==> src/rtl/result_format_ctrl.sv <==
// Signed result / remainder to 8-digit display word formatter.
// Ports: clock, reset, start, remain, alu_result, alu_remainder -> busy, done, overflow, formattedresult.
module result_format_ctrl #(
  parameter int WIDTH  = 21,
  parameter int DIGITS = 8
) (
  input  logic                  clock,
  input  logic                  reset,
  input  logic                  start,
  input  logic                  remain,
  input  logic [WIDTH-1:0]      alu_result,
  input  logic [WIDTH-1:0]      alu_remainder,
  output logic                  busy,
  output logic                  done,
  output logic                  overflow,
  output logic [4*DIGITS-1:0]   formattedresult
);

  // BCD digits needed for a WIDTH-bit unsigned value (log10(2) ~ 0.30103)
  localparam int BD = (WIDTH * 30103) / 100000 + 1;
  localparam int CW = $clog2(WIDTH + 1);

  localparam logic [2:0] S_IDLE     = 3'd0;
  localparam logic [2:0] S_CONV_Q   = 3'd1;
  localparam logic [2:0] S_CONV_R   = 3'd2;
  localparam logic [2:0] S_ASSEMBLE = 3'd3;
  localparam logic [2:0] S_DONE     = 3'd4;

  logic [2:0]          state;
  logic [CW-1:0]       cnt;
  logic [WIDTH-1:0]    sh;
  logic [WIDTH-1:0]    rem_l;
  logic [4*BD-1:0]     bcd;
  logic [4*BD-1:0]     adj;
  logic [4*BD-1:0]     bcd_nxt;
  logic [4*BD-1:0]     qd;
  logic [4*BD-1:0]     rd;
  logic [3:0]          qlen;
  logic [3:0]          rlen;
  logic                mode;
  logic                neg;
  logic                last;
  logic [4*DIGITS-1:0] word;
  logic                ovf;

  function automatic logic [3:0] len_of(input logic [4*BD-1:0] d);
    logic [3:0] l;
    l = 4'd1;
    for (int i = 1; i < BD; i++) begin
      if (d[4*i +: 4] != 4'd0) l = 4'(i + 1);
    end
    return l;
  endfunction

  // One double-dabble step: add-3 correction, then shift in the next MSB
  always_comb begin
    adj = bcd;
    for (int i = 0; i < BD; i++) begin
      if (adj[4*i +: 4] >= 4'd5) adj[4*i +: 4] = adj[4*i +: 4] + 4'd3;
    end
    bcd_nxt = {adj[4*BD-2:0], sh[WIDTH-1]};
  end

  assign last = (cnt == CW'(WIDTH - 1));

  // Right-aligned word: [rem digits][A][result digits][E], rest blank
  always_comb begin
    int lq;
    int lr;
    int n;
    lq   = int'(qlen);
    lr   = int'(rlen);
    n    = int'(neg);
    word = '1;
    ovf  = mode && ((lq + lr + 1 + n) > DIGITS);
    for (int p = 0; p < DIGITS; p++) begin
      if (!mode) begin
        if (p < lq) word[4*p +: 4] = qd[4*p +: 4];
        else if (p == lq && neg) word[4*p +: 4] = 4'hE;
      end else begin
        if (p < lr) word[4*p +: 4] = rd[4*p +: 4];
        else if (p == lr) word[4*p +: 4] = 4'hA;
        else if (p <= lr + lq) word[4*p +: 4] = qd[4*(p-lr-1) +: 4];
        else if (p == lr + lq + 1 && neg) word[4*p +: 4] = 4'hE;
      end
    end
    if (ovf) word = {DIGITS{4'hE}};
  end

  always_ff @(posedge clock or posedge reset) begin
    if (reset) begin
      state           <= S_IDLE;
      cnt             <= '0;
      sh              <= '0;
      rem_l           <= '0;
      bcd             <= '0;
      qd              <= '0;
      rd              <= '0;
      qlen            <= 4'd1;
      rlen            <= 4'd1;
      mode            <= 1'b0;
      neg             <= 1'b0;
      busy            <= 1'b0;
      done            <= 1'b0;
      overflow        <= 1'b0;
      formattedresult <= '1;
    end else begin
      done <= 1'b0;
      case (state)
        // DONE accepts start too, so a held start re-triggers right after done
        S_IDLE, S_DONE: begin
          busy  <= 1'b0;
          state <= S_IDLE;
          if (start) begin
            mode  <= remain;
            neg   <= alu_result[WIDTH-1];
            sh    <= alu_result[WIDTH-1] ? -alu_result : alu_result;
            rem_l <= alu_remainder;
            bcd   <= '0;
            cnt   <= '0;
            busy  <= 1'b1;
            state <= S_CONV_Q;
          end
        end
        S_CONV_Q: begin
          bcd <= bcd_nxt;
          sh  <= sh << 1;
          cnt <= cnt + 1'b1;
          if (last) begin
            qd    <= bcd_nxt;
            qlen  <= len_of(bcd_nxt);
            bcd   <= '0;
            cnt   <= '0;
            sh    <= rem_l;
            state <= mode ? S_CONV_R : S_ASSEMBLE;
          end
        end
        S_CONV_R: begin
          bcd <= bcd_nxt;
          sh  <= sh << 1;
          cnt <= cnt + 1'b1;
          if (last) begin
            rd    <= bcd_nxt;
            rlen  <= len_of(bcd_nxt);
            state <= S_ASSEMBLE;
          end
        end
        S_ASSEMBLE: begin
          formattedresult <= word;
          overflow        <= ovf;
          done            <= 1'b1;
          busy            <= 1'b0;
          state           <= S_DONE;
        end
        default: begin
          busy  <= 1'b0;
          state <= S_IDLE;
        end
      endcase
    end
  end

endmodule

==> config.mk <==
export PLATFORM = sky130hd
export DESIGN_NAME = result_format_ctrl
export DESIGN_NICKNAME = d
export VERILOG_FILES = /design/src/rtl/result_format_ctrl.sv
export SDC_FILE = /design/constraint.sdc
export NUM_CORES = 1
export LEC_CHECK = 0
export CAP_MARGIN = 25
export CORE_MARGIN = 2
export CORE_UTILIZATION = 55
export DETAILED_ROUTE_END_ITERATION = 12
export HOLD_SLACK_MARGIN = 0.03
export PLACE_DENSITY = 0.76
export SLEW_MARGIN = 20
export SYNTH_ARGS = -nofsm -noshare
export SYNTH_HDL_FRONTEND = slang
export SYNTH_SLANG_ARGS = --single-unit
==> constraint.sdc <==
create_clock -name clock -period 6.85 [get_ports clock]
set_input_delay 1.37 -clock clock [delete_from_list [all_inputs] [get_ports clock]]
set_output_delay 1.37 -clock clock [all_outputs]
set_load 0.02 [all_outputs]
== After elaboration in Yosys (flattened, before gate mapping) ==
Cells that the tools add are included.

* Register bits after elaboration: 179
* Bits of input ports: 46
* Output and inout port bits: 35
* Logic and storage cells: 235

* $add $sub $neg: 28
* Magnitude comparators: 32
* Equal/unequal tests: 29
* Shifts and indexed selects: 8
* Multiplexer cells: 88
* Reductions and logical operators: 35

{| class="wikitable"
|+ Operators with widths
! cell !! count
|-
| 28-bit by 8-bit indexed part select with 4-bit output || 8
|-
| 4-bit 2-to-1 mux || 51
|-
| 4-bit by 32-bit less-or-equal comparator with 1-bit output (first input constant) || 4
|-
| 4-bit by 32-bit == test with 1-bit output (first input constant) || 3
|-
| 28-bit one-hot mux with 3 select lines || 1
|-
| 3-bit by 32-bit == test with 1-bit output (first input constant) || 2
|-
| 3-bit by 32-bit less-or-equal comparator with 1-bit output (first input constant) || 2
|-
| 21-bit 2-to-1 mux || 3
|-
| 21-bit one-hot mux with 3 select lines || 1
|-
| 28-bit 2-to-1 mux || 2
|-
| 5-bit by 2-bit subtractor with 6-bit output (second input constant) || 8
|-
| 32-bit by 2-bit adder with 32-bit output || 1
|-
| 2-bit by 32-bit == test with 1-bit output (first input constant) || 1
|-
| 4-bit == test (first input constant) || 8
|-
| 32-bit by 5-bit > comparator with 1-bit output (second input constant) || 1
|-
| 1-bit by 32-bit less-or-equal comparator with 1-bit output (first input constant) || 1
|-
| 2-bit by 32-bit less-or-equal comparator with 1-bit output (first input constant) || 1
|-
| 32-bit logical NOT || 1
|-
| 3-bit by 4-bit less-than comparator with 1-bit output (first input constant) || 8
|-
| 32-bit 2-to-1 mux || 1
|-
| 4-bit by 3-bit >= comparator with 1-bit output (second input constant) || 7
|-
| 4-bit by 2-bit adder with 4-bit output (second input constant) || 6
|-
| 4-bit nonzero test || 6
|-
| 21-bit negator || 1
|-
| 30 further kinds || 92
|}

== Logic depth before layout (Yosys ltp) ==
Gate-level depths: netlist of the first run.

* Depth in word-level cells: 10
* Gate-level depth with buffers: 14

== Worst setup path after synthesis of the first run ==
Ideal clock, no wire load.

* Kind: register -> register
* Start: register rlen[1]
* End: register formattedresult[12]
* Arrival time: 3.811 ns
* Slack: 2.959 ns
* Stages on the path, launching flop included: 13
* Path buffers: 3
* Clock period less this slack: 3.891 ns
* Cells stage by stage: dfrtp_1 > buf_2 > clkbuf_1 > inv_1 > fa_1 > xnor2_1 > nand3_1 > ha_1 > a31oi_1 > o32ai_1 > a21oi_1 > buf_2 > a32o_1

* Longest elaborated chain between the ends: 10

{| class="wikitable"
|+ RTL lines
! item !! line !! RTL
|-
| start, declared || 39 || <nowiki>logic [3:0] rlen;</nowiki>
|-
| start signal, assigned || 144 || <nowiki>rlen <= len_of(bcd_nxt);</nowiki>
|-
| parallel branches: the longest is 9 deep, another holds 32-bit by 2-bit adder with 32-bit output || n/a ||
|-
| 32-bit 2-to-1 mux (*) || 87 || <nowiki>if (ovf) word = {DIGITS{4'hE}};</nowiki>
|-
| end signal, assigned || 149 || <nowiki>formattedresult <= word;</nowiki>
|-
| end, declared || 16 || <nowiki>output logic [4*DIGITS-1:0] formattedresult</nowiki>
|}

Every way passes the cells marked *.
A chain may end at the register's enable or synchronous reset.

== Worst setup path in the final report of the first run ==
Same ends and word-level chain as after synthesis.

==> flow_metrics.tcl, run 1 <==
set metrics [dict create \
    hpwl_mm 22.6 \
    gp_congestion 0.992 \
    port_buffers 80 \
    fin_tns_setup_ps 0 \
    min_period_ps 4070 \
    fin_ws_ps 2780 \
    routed_wl_mm 31.5 \
    whs_ps 479 \
    fin_nets 1308 \
    p_leak_uw 0.00526 \
    drt_first_pass_iters 6 \
    max_freq_ghz 0.246 \
    r2r_end "formattedresult[12]" \
    syn-instance-count 1180 \
    crit_family "compound AO/OA/AOI/OAI gates" \
    synth_edf_count 0 \
    viasPerCell 6.34 \
    fp.dieH_um 144 \
    clockRootBuffer "clkbuf_16" \
    grt_overflow 0 \
    muxShareOfSynthArea_pct 8.79 \
    synth_warnings 0 \
    cts_resized 0 \
    dp_slack_ps 2840 \
    hp-start "formattedresult[0]" \
    ys.flop_type "dfrtp_1" \
    drc_errors 0 \
    clk_path_buf_depth 2 \
    yosys.area_share.simple_pct 16.8 \
    grt_use_met3_pct 6.03 \
    hp-class "flop to flop" \
    met1_usage_pct 44.0 \
    yosysUniqueCellTypes 73 \
    status "complete, no violations" \
    r2r_setup_slack_ps 2780 \
    cts_tree "yes" \
    n_fill_cell 1591 \
    coreArea_mm2 0.0193 \
    grt_usage_pct 31.2 \
    timing.rr.start "rlen[1]" \
    cts_buffers 17 \
    synth-seq-area-share_pct 41.6 \
    regArea_mm2 0.00447 \
    drive_above_1_share_pct 10.9 \
    synth_top_family_by_area "compound AO/OA/AOI/OAI gates" \
    worstPathCellList "buf_4 > inv_1 > fa_1 > xnor2_1 > nand3_1 > ha_1 > a31oi_1 > o32ai_1 > a21oi_1 > buf_4 > a32o_1" \
    pin_count 81 \
    synth_nets 1271 \
    critPathLaunchType "flop" \
    synth_area_leaders "dfrtp_1 33%, dfstp_2 8.3%, nand2_1 7.3%, o21ai_0 5.6%, ha_1 5.1%" \
    vias 9475 \
    cts.clk_slew.worst_paths_ps 80 \
    path_common_cell "buf_4" \
    grt_busiest_layer "met2" \
    htreeDepth 4 \
    synth_area_mm2 0.0107 \
    dpl.cell_count 1462 \
    synthAdderAreaFrac_pct 5.31 \
    synth-seq-cells 177 \
    grt_util_met2_pct 47.1 \
    fp-row-count 51 \
    period_share_pct 59.4 \
    reg2reg_depth 11 \
    avgSynthCellArea_um2 9.10 \
    setup_viol 0 \
    antenna_found_initial 0 \
    peakVddDrop_mv 0.160 \
    drt-wirelength-per-cell_um 21.1 \
    crit_path_max_incr_delay_ps 580 \
    clkSinkCount 177 \
    synth_compound_area_share_pct 20.8 \
    postCtsHoldBufs 0 \
    grt_pass1_vias 8784 \
    clock_latency_ps 450 \
    synth_top_area_cell "dfrtp_1" \
    grt_pass1_wl_mm 49.1 \
    criticalPathCategory "flop to flop" \
    grt_max_degree 70 \
    rsz0062_at_grt "no" \
    syn_to_final_growth_pct 15.0 \
    synthXorXnorAreaFrac_pct 2.57 \
    synth_top_area_share_pct 33.3 \
    hold_violations 0 \
    worstMarginPinSlew_ps 972 \
    drtIter0Drc 921 \
    cp_max_fo 30 \
    post_cts_buffers 0 \
    finalMaxSlewViolations 0 \
    antennaDiodeCount 0 \
    cap_violations 0 \
    cp_slowest_cell "xnor2_1" \
    power_density_mw_per_mm2 174 \
    stdcell_count 1495 \
    die_w_um 144 \
    dieArea_mm2 0.0207 \
    endpoint_kind "flop" \
    holdPathStages 2 \
    total_power_uw 2150 \
    cp.required_ps 7240 \
    arrival_ps 4460 \
    min_to "formattedresult[0]" \
    drtAntennaViolNets 0 \
    start_util_pct 55.6 \
    multi_input_area_mm2 0.00584 \
    skew_ps 12.6 \
    async_flop_share_pct 100 \
    crit_buf_inv 3 \
    max_slew_margin_pct 34.9 \
]
[worst register-to-register path, delay by kind of cell, from the launching register on]
kind / cells / cell delay (ps)
flip-flops: 1 / 320
adder cells (fa/ha/maj): 2 / 940
XOR/XNOR: 1 / 580
AND/OR/NAND/NOR: 1 / 170
AO/OA/AOI/OAI: 4 / 1160
buffers and inverters: 3 / 840
[synth_stat cells, types with 9 or more instances]
cell / count
xnor2_1: 25
nand2b_1: 22
mux2_2: 17
nand2_1: 209
mux2i_1: 37
nor3b_1: 13
a221oi_1: 13
a21oi_1: 76
a31oi_1: 11
clkbuf_1: 67
dfrtp_1: 143
mux4_2: 17
a22oi_1: 10
nand3_1: 20
nor2_1: 69
o31ai_1: 18
inv_1: 34
o21ai_0: 120
ha_1: 44
dfstp_2: 34
a32o_1: 9
o22ai_1: 18
[report_power, final]
group | total, uW | switching, uW | internal, uW
combinational | 71.6 | 37.7 | 33.9
clock | 1030 | 507 | 527
sequential | 1050 | 0 | 1050
[cells in the final DEF (no fill, tap or decap), drive strengths merged, types with 9 or more instances in the layout]
cell and count:
dfrtp 143, a31oi 11, buf 15, nor2 69, o22ai 18, clkinv 10
inv 40, a32o 9, nand2b 22, nand2 210, a21oi 76, nand3 20
mux2i 37, ha 44, a221oi 13, nor3 9, mux4 17, o31ai 18
nor3b 13, mux2 17, clkbuf 18, xnor2 25, clkdlybuf4s50 80, dfstp 34
o21ai 120, a22oi 10
[state kept, by name, summed over array words and instances (netlist names)]
signal / count
done: 1
rd: 28
rem_l: 21
bcd: 28
neg: 1
overflow: 1
state: 3
busy: 1
rlen: 3
mode: 1
qlen: 3
qd: 28
formattedresult: 32
sh: 21
cnt: 5
[layout make-up]
class                   count  area share [%]
multi-input cells         890            47.2
flip-flops and latches    177            36.2
repair buffers             95            7.49
clock buffers              18            3.65
well taps                 265            2.68
clock inverters            14            1.62
inverters                  36            1.13
[how the worst max path moves through the flow]
| stage | start | to | cells past startpoint | slack [ps] |
|---|---|---|---|---|
| 6_report | rlen[1] | formattedresult[12] | 11 | 2780 |
| 5_1_grt | rlen[1] | formattedresult[12] | 11 | 2520 |
| 4_1_cts | rlen[1] | formattedresult[12] | 11 | 2860 |
| 3_5_place_dp | rlen[1] | formattedresult[12] | 11 | 2840 |
| 3_3_place_gp | rlen[1] | formattedresult[25] | 11 | 2990 |
| 2_1_floorplan | reset | bcd[0] | 1 | 730 |
[routing by layer]
| metal | routed length [um] | part of all wire, % | vias to the layer above |
|---|---|---|---|
| li1 | - | - | 4336 |
| met1 | 13500 | 43 | 4645 |
| met2 | 14300 | 45 | 415 |
| met3 | 2370 | 7.5 | 79 |
| met4 | 1250 | 4.0 | 0 |
| met5 | 0 | 0 | - |
[stage by stage]
step / instance area [um^2] / util, %
finish: 12400 / 63.9
floorplan: 10700 / -
global route: 12400 / 63.9
detailed placement: 11700 / 60.4
global placement: 11700 / 60.4
CTS: 12300 / 63.8
[cells by family (layout without fill, tap and decap cells)]
family / Yosys count / count (layout)
AND/OR/NAND/NOR: 394 / 394
flip-flops: 177 / 177
AO/OA/AOI/OAI: 350 / 350
buffers and inverters: 113 / 163
multiplexers: 71 / 71
adder cells (fa/ha/maj): 45 / 45
XOR/XNOR: 30 / 30
(Power assumes the default switching activity.)
==> run 2, diff against run 1 <==
clock period = 4.3 ns   (was 6.85 ns; I/O delays follow)
==> flow_metrics.tcl, run 2 (synthesis gave the netlist of run 1 again) <==
set metrics [dict create \
    status "complete, no violations" \
    grt_pass1_wl_mm 48.7 \
    drc_errors 0 \
    fin_tns_setup_ps 0 \
    period_share_pct 85.8 \
    grt_use_met3_pct 5.80 \
    pin_count 81 \
    cts.clk_slew.worst_paths_ps 70 \
    grt_usage_pct 30.8 \
    max_slew_margin_pct 47.3 \
    peakVddDrop_mv 0.239 \
    whs_ps 481 \
    routed_wl_mm 31.0 \
    total_power_uw 3360 \
    drt_first_pass_iters 6 \
    largest_register "formattedresult" \
    fin_nets 1317 \
    dieArea_mm2 0.0207 \
    fp-row-count 51 \
    grt_max_degree 71 \
    start_util_pct 55.6 \
    dpl_cell_area_mm2 0.0118 \
    grt_overflow 0 \
    port_buffers 80 \
    antenna_found_initial 0 \
    met1_usage_pct 43.8 \
    largest_reg_flops 32 \
    postCtsHoldBufs 0 \
    cts_resized 0 \
    antennaDiodeCount 0 \
    worstMarginPinSlew_ps 780 \
    post_cts_buffers 0 \
    viasPerCell 6.22 \
    drtIter0Drc 913 \
    cap_violations 0 \
    rsz0062_at_grt "no" \
    final_common_cell "nand2_1" \
    die_w_um 144 \
    endpoint_kind "flop" \
    p_leak_uw 0.00528 \
    arrival_ps 4050 \
    finalMaxSlewViolations 0 \
    fp.dieH_um 144 \
    drtAntennaViolNets 0 \
    clk_path_buf_depth 2 \
    cp.required_ps 4660 \
    cp_max_fo 14 \
    coreArea_mm2 0.0193 \
    critPathLaunchType "flop" \
    hold_violations 0 \
    power_density_mw_per_mm2 271 \
    vias 9354 \
    setup_viol 0 \
    clkSinkCount 177 \
    clockRootBuffer "clkbuf_16" \
    layout_common_cells "209 x nand2_1, 143 x dfrtp_1, 120 x o21ai_0, 80 x clkdlybuf4s50_1, 76 x a21oi_1" \
    hpwl_mm 22.3 \
    cts_buffers 17 \
    stdcell_count 1504 \
    cts_tree "yes" \
    dpl.cell_count 1471 \
    max_freq_ghz 0.271 \
    grt_busiest_layer "met2" \
    grt_util_met2_pct 46.8 \
    final_area_mm2 0.0124 \
    criticalPathCategory "flop to flop" \
    syn_to_final_growth_pct 15.3 \
    n_fill_cell 1634 \
    min_period_ps 3690 \
    skew_ps 10.5 \
    htreeDepth 4 \
    drt-wirelength-per-cell_um 20.6 \
    clock_latency_ps 430 \
    gp_congestion 0.979 \
    hp-class "flop to flop" \
    grt_pass1_vias 8810 \
    drive_above_1_share_pct 11.5 \
]
-- run 2: changes by cell type in the layout (fill, tap and decap cells not counted), sizes merged --
cell	delta
inv	+2
bufinv	+1
clkinvlp	+4
buf	+9
clkinv	-7
-- run 2: power by group --
| group | switching (uW) | leakage [uW] | internal, uW |
|---|---|---|---|
| logic | 60.8 | 0.00275 | 56.3 |
| clock network | 727 | 0.000287 | 845 |
| registers | 0 | 0.00225 | 1670 |
-- run 2: path summary, 6_finish.rpt --
kind                            from                  end  slack, ps  cells after the start
max reg2reg                  qlen[0]  formattedresult[25]        610                     11
max in group asynchronous      reset              qlen[0]       2550                      3
min in group asynchronous      reset              bcd[19]        900                      2
min                        rem_l[20]            rem_l[20]        480                      2
max                          qlen[0]  formattedresult[25]        610                     11
min reg2reg                rem_l[20]            rem_l[20]        480                      2
-- run 2: per-layer routing --
layer / vias to the layer above / part of all wire [%]
met5: - / 0
met4: 0 / 3.3
met3: 69 / 7.6
met2: 386 / 46
met1: 4550 / 43
li1: 4349 / -
-- run 2: area by class of cell --
class	instances	area, um^2	share of cell area [%]
Timing Repair Buffer	104	1010	8.12
Inverter	36	139	1.12
Clock buffer	18	439	3.55
Sequential cell	177	4470	36.1
Tap cell	265	332	2.68
Multi-Input combinational cell	890	5840	47.1
Clock inverter	14	160	1.29
-- run 2: critical path, cell delays in order (launching register included) --
cell,delay [ps]
dfstp_2,670
ha_1,220
inv_1,60
fa_1,560
inv_1,130
ha_1,330
or2_2,370
a221oi_1,580
o2bb2ai_1,170
o311ai_0,110
o21ai_0,240
a21oi_1,200
-- run 2: stage by stage --
stage	utilization (%)	worst slack, ps
2_1_floorplan	-	409
3_3_place_gp	60.8	778
3_5_place_dp	60.8	723
4_1_cts	63.9	690
5_1_grt	64.1	408
6_report	64.1	611
